===== src/rtl/fir_pkg.sv =====
// Shared definitions for the FIR coefficient path: loader FSM states,
// default tap values and index-width helper.
package fir_pkg;

   typedef enum logic [1:0] {
      ST_IDLE   = 2'd0,
      ST_LOAD   = 2'd1,
      ST_CHECK  = 2'd2,
      ST_COMMIT = 2'd3
   } state_t;

   localparam int DEFAULT_NUM_COEFF = 4;

   // Power-up tap k is k+1, matching the constants the FIR used to hard-wire.
   function automatic int default_tap(input int k);
      return k + 1;
   endfunction

   function automatic int idx_width(input int n);
      return (n > 1) ? $clog2(n) : 1;
   endfunction

   localparam int DEFAULT_IDX_W = idx_width(DEFAULT_NUM_COEFF);

endpackage


===== src/rtl/fir_coeff_loader.sv =====
// Byte-stream coefficient loader with shadow bank and atomic commit.
// Optional trailing checksum byte enabled by FIR_COEFF_CHECKSUM_EN.
module fir_coeff_loader
   import fir_pkg::*;
#(
   parameter int NUM_COEFF = 4,
   parameter int SIZE      = 8
) (
   input  logic                      clk,
   input  logic                      rst_n,
   input  logic                      cfg_start,
   input  logic                      cfg_valid,
   input  logic [SIZE-1:0]           cfg_data,
   output logic                      cfg_ready,
   output logic [NUM_COEFF*SIZE-1:0] coeffs,
   output logic                      busy,
   output logic                      done,
   output logic                      err
);

   localparam int IW = idx_width(NUM_COEFF);

   state_t                    state_reg;
   logic [IW-1:0]             idx_reg;
   logic [SIZE-1:0]           shadow_reg [NUM_COEFF];
   logic [NUM_COEFF*SIZE-1:0] shadow_flat;
   logic [NUM_COEFF*SIZE-1:0] coeffs_reg;
   logic                      cfg_ready_reg;
   logic                      busy_reg;
   logic                      done_reg;
   logic                      accept;
   logic                      last_byte;
`ifdef FIR_COEFF_CHECKSUM_EN
   logic [SIZE-1:0]           sum_reg;
   logic                      err_reg;
`endif

   genvar gi;
   generate
      for (gi = 0; gi < NUM_COEFF; gi++) begin : g_pack
         assign shadow_flat[gi*SIZE +: SIZE] = shadow_reg[gi];
      end
   endgenerate

   assign accept    = cfg_valid & cfg_ready_reg;
   assign last_byte = (idx_reg == IW'(NUM_COEFF - 1));

   always_ff @(posedge clk or negedge rst_n) begin
      if (!rst_n) begin
         state_reg     <= ST_IDLE;
         idx_reg       <= '0;
         cfg_ready_reg <= 1'b0;
         busy_reg      <= 1'b0;
         done_reg      <= 1'b0;
         for (int k = 0; k < NUM_COEFF; k++) begin
            shadow_reg[k]                <= '0;
            coeffs_reg[k*SIZE +: SIZE]   <= SIZE'(default_tap(k));
         end
`ifdef FIR_COEFF_CHECKSUM_EN
         sum_reg       <= '0;
         err_reg       <= 1'b0;
`endif
      end else begin
         done_reg <= 1'b0;
`ifdef FIR_COEFF_CHECKSUM_EN
         err_reg  <= 1'b0;
`endif
         // Restart wins over data and over a pending commit.
         if (cfg_start) begin
            state_reg     <= ST_LOAD;
            idx_reg       <= '0;
            cfg_ready_reg <= 1'b1;
            busy_reg      <= 1'b1;
`ifdef FIR_COEFF_CHECKSUM_EN
            sum_reg       <= '0;
`endif
         end else begin
            case (state_reg)
               ST_IDLE: begin
                  cfg_ready_reg <= 1'b0;
                  busy_reg      <= 1'b0;
               end
               ST_LOAD: begin
                  if (accept) begin
                     shadow_reg[idx_reg] <= cfg_data;
`ifdef FIR_COEFF_CHECKSUM_EN
                     sum_reg <= sum_reg + cfg_data;
`endif
                     if (last_byte) begin
                        idx_reg <= '0;
`ifdef FIR_COEFF_CHECKSUM_EN
                        state_reg <= ST_CHECK;
`else
                        state_reg     <= ST_COMMIT;
                        cfg_ready_reg <= 1'b0;
`endif
                     end else begin
                        idx_reg <= idx_reg + 1'b1;
                     end
                  end
               end
`ifdef FIR_COEFF_CHECKSUM_EN
               ST_CHECK: begin
                  if (accept) begin
                     cfg_ready_reg <= 1'b0;
                     if (cfg_data == sum_reg) begin
                        state_reg <= ST_COMMIT;
                     end else begin
                        state_reg <= ST_IDLE;
                        busy_reg  <= 1'b0;
                        err_reg   <= 1'b1;
                     end
                  end
               end
`endif
               ST_COMMIT: begin
                  coeffs_reg    <= shadow_flat;
                  done_reg      <= 1'b1;
                  state_reg     <= ST_IDLE;
                  busy_reg      <= 1'b0;
                  cfg_ready_reg <= 1'b0;
               end
               default: begin
                  state_reg     <= ST_IDLE;
                  cfg_ready_reg <= 1'b0;
                  busy_reg      <= 1'b0;
               end
            endcase
         end
      end
   end

   assign cfg_ready = cfg_ready_reg;
   assign busy      = busy_reg;
   assign done      = done_reg;
   assign coeffs    = coeffs_reg;
`ifdef FIR_COEFF_CHECKSUM_EN
   assign err       = err_reg;
`else
   assign err       = 1'b0;
`endif

endmodule


===== config.mk =====
export PLATFORM = sky130hd
export DESIGN_NAME = fir_coeff_loader
export DESIGN_NICKNAME = d
export VERILOG_FILES = /design/src/rtl/fir_pkg.sv /design/src/rtl/fir_coeff_loader.sv
export SDC_FILE = /design/constraint.sdc
export NUM_CORES = 1
export LEC_CHECK = 0
export BUFFER_PORTS_ARGS = -buffer_cell sky130_fd_sc_hd__buf_2
export CAP_MARGIN = 20
export CORE_MARGIN = 10
export CORE_UTILIZATION = 50
export CTS_CLUSTER_SIZE = 14
export DETAILED_ROUTE_END_ITERATION = 8
export GPL_TIMING_DRIVEN = 0
export PLACE_DENSITY = 0.72
export SYNTH_ARGS = -nofsm -noshare
export SYNTH_HDL_FRONTEND = slang
export SYNTH_SLANG_ARGS = --single-unit

===== constraint.sdc =====
create_clock -name clk -period 1.8 [get_ports clk]
set_input_delay 0.18 -clock clk [delete_from_list [all_inputs] [get_ports clk]]
set_output_delay 0.18 -clock clk [all_outputs]
set_load 0.005 [all_outputs]

Word level (Yosys, flattened, before mapping):

Index checks and enable logic that the tools add are counted.

* register bits: 71
* word-level logic and storage cells: 51

* add/sub/neg operators: 1
* magnitude comparators: 2
* eq/ne operators: 7
* multiplexer cells: 19
* bitwise operators: 3
* reduce and logical (&&, ||, !) cells: 9

Operators by type and width (count)
* $bwmux 32: 1
* $demux 8 s2: 1
* $mux 2: 7
* $mux 1: 8
* $mux 8: 1
* $ne 3x3->1 const B: 2
* $reduce_and 2->1: 3
* $reduce_and 3->1: 2
* $eq 2x2->1 const B: 2
* $ne 2x2->1 const B: 2
* $pmux 2 s2: 1
* $reduce_bool 2->1: 2
* $ge 3x3->1 const B: 1
* $lt 3x1->1 const B: 1
* $not 2->3: 1
* $add 2x1->2 const B: 1
* $eq 2x1->1 const B: 1
* $logic_not 2->1: 1
* $and 1x1->1: 1
* $logic_and 1x1->1: 1
* $not 1->1: 1

Longest topological paths before layout:

* word-level depth: 6
* mapped depth: 5

Worst setup path before layout:

No wires, ideal clock.

* path kind: register to register
* start point: register state_reg[1]
* end point: register shadow_reg, in the netlist shadow_flat[24]
* library setup time: 125 ps
* data arrival time: 1225 ps
* setup slack: 450 ps
* stages on the path, launching flop included: 5
* buffers on the path: 1
* period minus slack after synthesis: 1350 ps
* cells stage by stage: dfrtp_1 and2b_1 and3_1 buf_6 mux2_4

* cells in the longest elaborated chain, start to end: 2

RTL lines
* start: declaration: line fir_coeff_loader.sv:23 `state_t state_reg;`
* start signal: assignment: line fir_coeff_loader.sv:50 `state_reg <= ST_IDLE;`
* start signal: assignment: line fir_coeff_loader.sv:70 `state_reg <= ST_LOAD;`
* start signal: assignment: line fir_coeff_loader.sv:94 `state_reg <= ST_COMMIT;`
* $eq 2x1->1: line fir_coeff_loader.sv:78 `case (state_reg)`
* $reduce_and 3->1 (no source line)
* end signal: indexed assignment: line fir_coeff_loader.sv:85 `shadow_reg[idx_reg] <= cfg_data;`
* end: declaration: line fir_coeff_loader.sv:25 `logic [SIZE-1:0] shadow_reg [NUM_COEFF];`

Every way passes these cells.
A chain may end at the register's enable or synchronous reset.

Final worst setup path:

* start point: register state_reg[1]
* end point: register shadow_reg, in the netlist shadow_flat[25]

Same word-level chain as after synthesis.

==> impl_metrics.env <==
export IMPL_outcome="finished, final reports clean"
export IMPL_ys_seq_area_frac=0.621
export IMPL_critPathSlowestCell="dfrtp_1"
export IMPL_max_freq_mhz=662
export IMPL_synth_area_mm2=0.00287
export IMPL_antenna_found_initial=0
export IMPL_power_leakage_uw=0.00182
export IMPL_yosysWarnings=0
export IMPL_drive_gt1_frac=0.610
export IMPL_yosys_area_top_type_share=0.576
export IMPL_clock_path_buffers=2
export IMPL_tns_ns=0
export IMPL_design_area_mm2=0.00346
export IMPL_die_w_um=95.8
export IMPL_synth_nets=184
export IMPL_clk_insertion_delay_late_ns=0.34
export IMPL_root_buffer="clkbuf_8"
export IMPL_hold_violations=0
export IMPL_remaining_drc_errors=0
export IMPL_path_class="flip-flop to flip-flop"
export IMPL_skew_ns=0.00683
export IMPL_area_growth_syn_to_layout_pct=20.5
export IMPL_gp_congestion=0.759
export IMPL_synth_simple_area_share=0.0283
export IMPL_postCtsHoldBufs=1
export IMPL_dpl_cell_area_mm2=0.00319
export IMPL_synth_compound_area_frac=0.00741
export IMPL_rows=27
export IMPL_numCtsBuffers=9
export IMPL_synth_cell_type_count=23
export IMPL_start_util=0.518
export IMPL_synth_xor_area_frac=0
export IMPL_antenna_cells=0
export IMPL_vdd_ir_drop_max_uv=405
export IMPL_cp_end_kind="flip-flop"
export IMPL_synth_top_family_by_area="multiplexers"
export IMPL_fp_dieH_um=95.8
export IMPL_dieArea_mm2=0.00917
export IMPL_postCtsSetupRepairBufs=0
export IMPL_syn_inst=168
export IMPL_synth_adder_area_share=0.0174
export IMPL_drt_iter0_drc=44
export IMPL_cp_max_fo=9
export IMPL_synthMuxAreaShare=0.297
export IMPL_cts_resized=0
export IMPL_dr_pass1_iters=4
export IMPL_synth_avg_cell_area_um2=17.1
export IMPL_async_flop_share=1.00
export IMPL_grt_pass1_wl_mm=8.62
export IMPL_max_cap_violations=0
export IMPL_place_ws_ns=0.313
export IMPL_post_drt_via_cell_ratio=5.05
export IMPL_synth_seq_cells=71
export IMPL_synth_top_cells_by_count="66 x dfrtp_1, 32 x mux2_2, 32 x mux2_4, 5 x dfstp_2"
export IMPL_synth_edf_count=0
export IMPL_relSlewSlack=0.430
export IMPL_hp_class="input pin to flip-flop"
export IMPL_place_hpwl_mm=3.54
export IMPL_grt_use_total=0.125
export IMPL_overflow=0
export IMPL_finalSetupViolations=0
export IMPL_ys_dominant_reg_cell="dfrtp_1"
export IMPL_avgRoutedWirePerCell_um=17.1
export IMPL_ys_top_cells_by_area="dfrtp_1 58%, mux2_4 17%, mux2_2 13%"
export IMPL_cts_tree="done"
export IMPL_grt_max_degree=72
export IMPL_power_density_mw_per_mm2=1170
export IMPL_final_net_count=242
export IMPL_ant_nets=0
export IMPL_clk_pin_slew_ns=0.07
export IMPL_period_share=0.840
export IMPL_drv_slew=0
export IMPL_yosysMostFrequentCell="dfrtp_1"
export IMPL_path_cells="and2b_1 -> and3_1 -> buf_6 -> mux2_4"
export IMPL_tightest_slew_ns=0.855
export IMPL_yosysTopAreaCell="dfrtp_1"
export IMPL_clock_sinks=71
export IMPL_grt_setup_unrepaired="false"
export IMPL_wl_mm=5.18
export IMPL_period_needed_ns=1.51
export IMPL_htree_levels=3
export IMPL_fin_cells=303
export IMPL_cp_required_ns=2.03
export IMPL_numPlacedInstances=286
export IMPL_slowest_delay_ns=0.40
export IMPL_power_uw=4040
export IMPL_numPortBuffers=46
export IMPL_num_vias=1530
export IMPL_pin_count=48
export IMPL_final_setup_worst_slack_ns=0.289
export IMPL_grt_pass1_vias=1673
export IMPL_fp_coreArea_mm2=0.00554
export IMPL_crit_arrival_ns=1.74
export IMPL_start_kind="flip-flop"
[critical path, delay by kind of cell (launching register included)]
| family | cells | cell delay, ns |
|---|---|---|
| and+or+nand+nor | 2 | 0.51 |
| DFF | 1 | 0.40 |
| muxes | 1 | 0.31 |
| buffers and inverters | 1 | 0.18 |
[layout by cell type (no fill, tap or decap)]
| cell | count |
|---|---|
| mux2_4 | 32 |
| clkbuf_8 | 11 |
| ha_1 | 4 |
| clkinv_2 | 1 |
| buf_4 | 2 |
| or3_1 | 1 |
| nand2_1 | 2 |
| bufinv_16 | 3 |
| a21o_1 | 1 |
| inv_1 | 3 |
| nand3b_1 | 1 |
| buf_2 | 48 |
| nand4b_1 | 1 |
| nor2_1 | 1 |
| dlygate4sd3_1 | 1 |
| or2_2 | 1 |
| and3b_1 | 1 |
| and3_1 | 4 |
| dfrtp_1 | 66 |
| dfstp_2 | 5 |
| and2b_1 | 1 |
| buf_6 | 4 |
| mux2i_1 | 1 |
| a21oi_1 | 1 |
| mux2_2 | 32 |
| clkinv_4 | 1 |
| a31o_2 | 1 |
| conb_1 | 1 |
[final timing paths]
path / start / to / slack, ns / cells past startpoint
min in group asynchronous: rst_n / shadow_flat[10] / 0.49 / 2
setup reg to reg: state_reg[1] / shadow_flat[25] / 0.29 / 4
max in group asynchronous: rst_n / shadow_flat[16] / 0.76 / 2
hold reg to reg: busy / busy / 0.48 / 1
setup / recovery: state_reg[1] / shadow_flat[25] / 0.29 / 4
hold / removal: cfg_start / idx_reg[0] / 0.07 / 2
[layer usage]
metal / up-vias / part of all wire / track usage
met4: 0 / 0.019 / 0.0627
met5: - / 0 / 0
met2: 41 / 0.45 / 0.181
met3: 10 / 0.073 / 0.0436
li1: 706 / - / -
met1: 773 / 0.46 / 0.164
[through the flow]
step | hold WS [ns] | utilization
after floorplan | -0.116 | -
after global placement | 0.426 | 0.576
after detailed placement | 0.349 | 0.576
after CTS | 0.0639 | 0.624
after global routing | 0.0942 | 0.624
final | 0.0721 | 0.624
[final cells by class]
| cell class | count | area [µm²] |
|---|---|---|
| flip-flops and latches | 71 | 1780 |
| clock buffers | 11 | 151 |
| fillers | 422 | 2080 |
| plain buffers | 8 | 67.6 |
| inverters | 3 | 11.3 |
| clock inverters | 5 | 104 |
| multi-input cells | 86 | 1010 |
| well taps | 72 | 90.1 |
| repair buffers | 47 | 243 |
[cell families after synthesis]
kind of cell             Yosys count
flip-flops                        71
multiplexers                      65
other                              1
buffers and inverters             11
AO/OA/AOI/OAI                      3
adder cells (fa/ha/maj)            4
AND/OR/NAND/NOR                   13
[report_power, final]
| part | switching [µW] | total [µW] | leakage, µW | internal [µW] |
|---|---|---|---|---|
| Combinational | 152 | 497 | 0.000783 | 345 |
| Clock | 572 | 1570 | 0.000130 | 996 |
| Sequential | 134 | 1980 | 0.000910 | 1840 |
| Total | 859 | 4040 | 0.00182 | 3180 |
No activity file was read; power rests on OpenSTA's default activity.
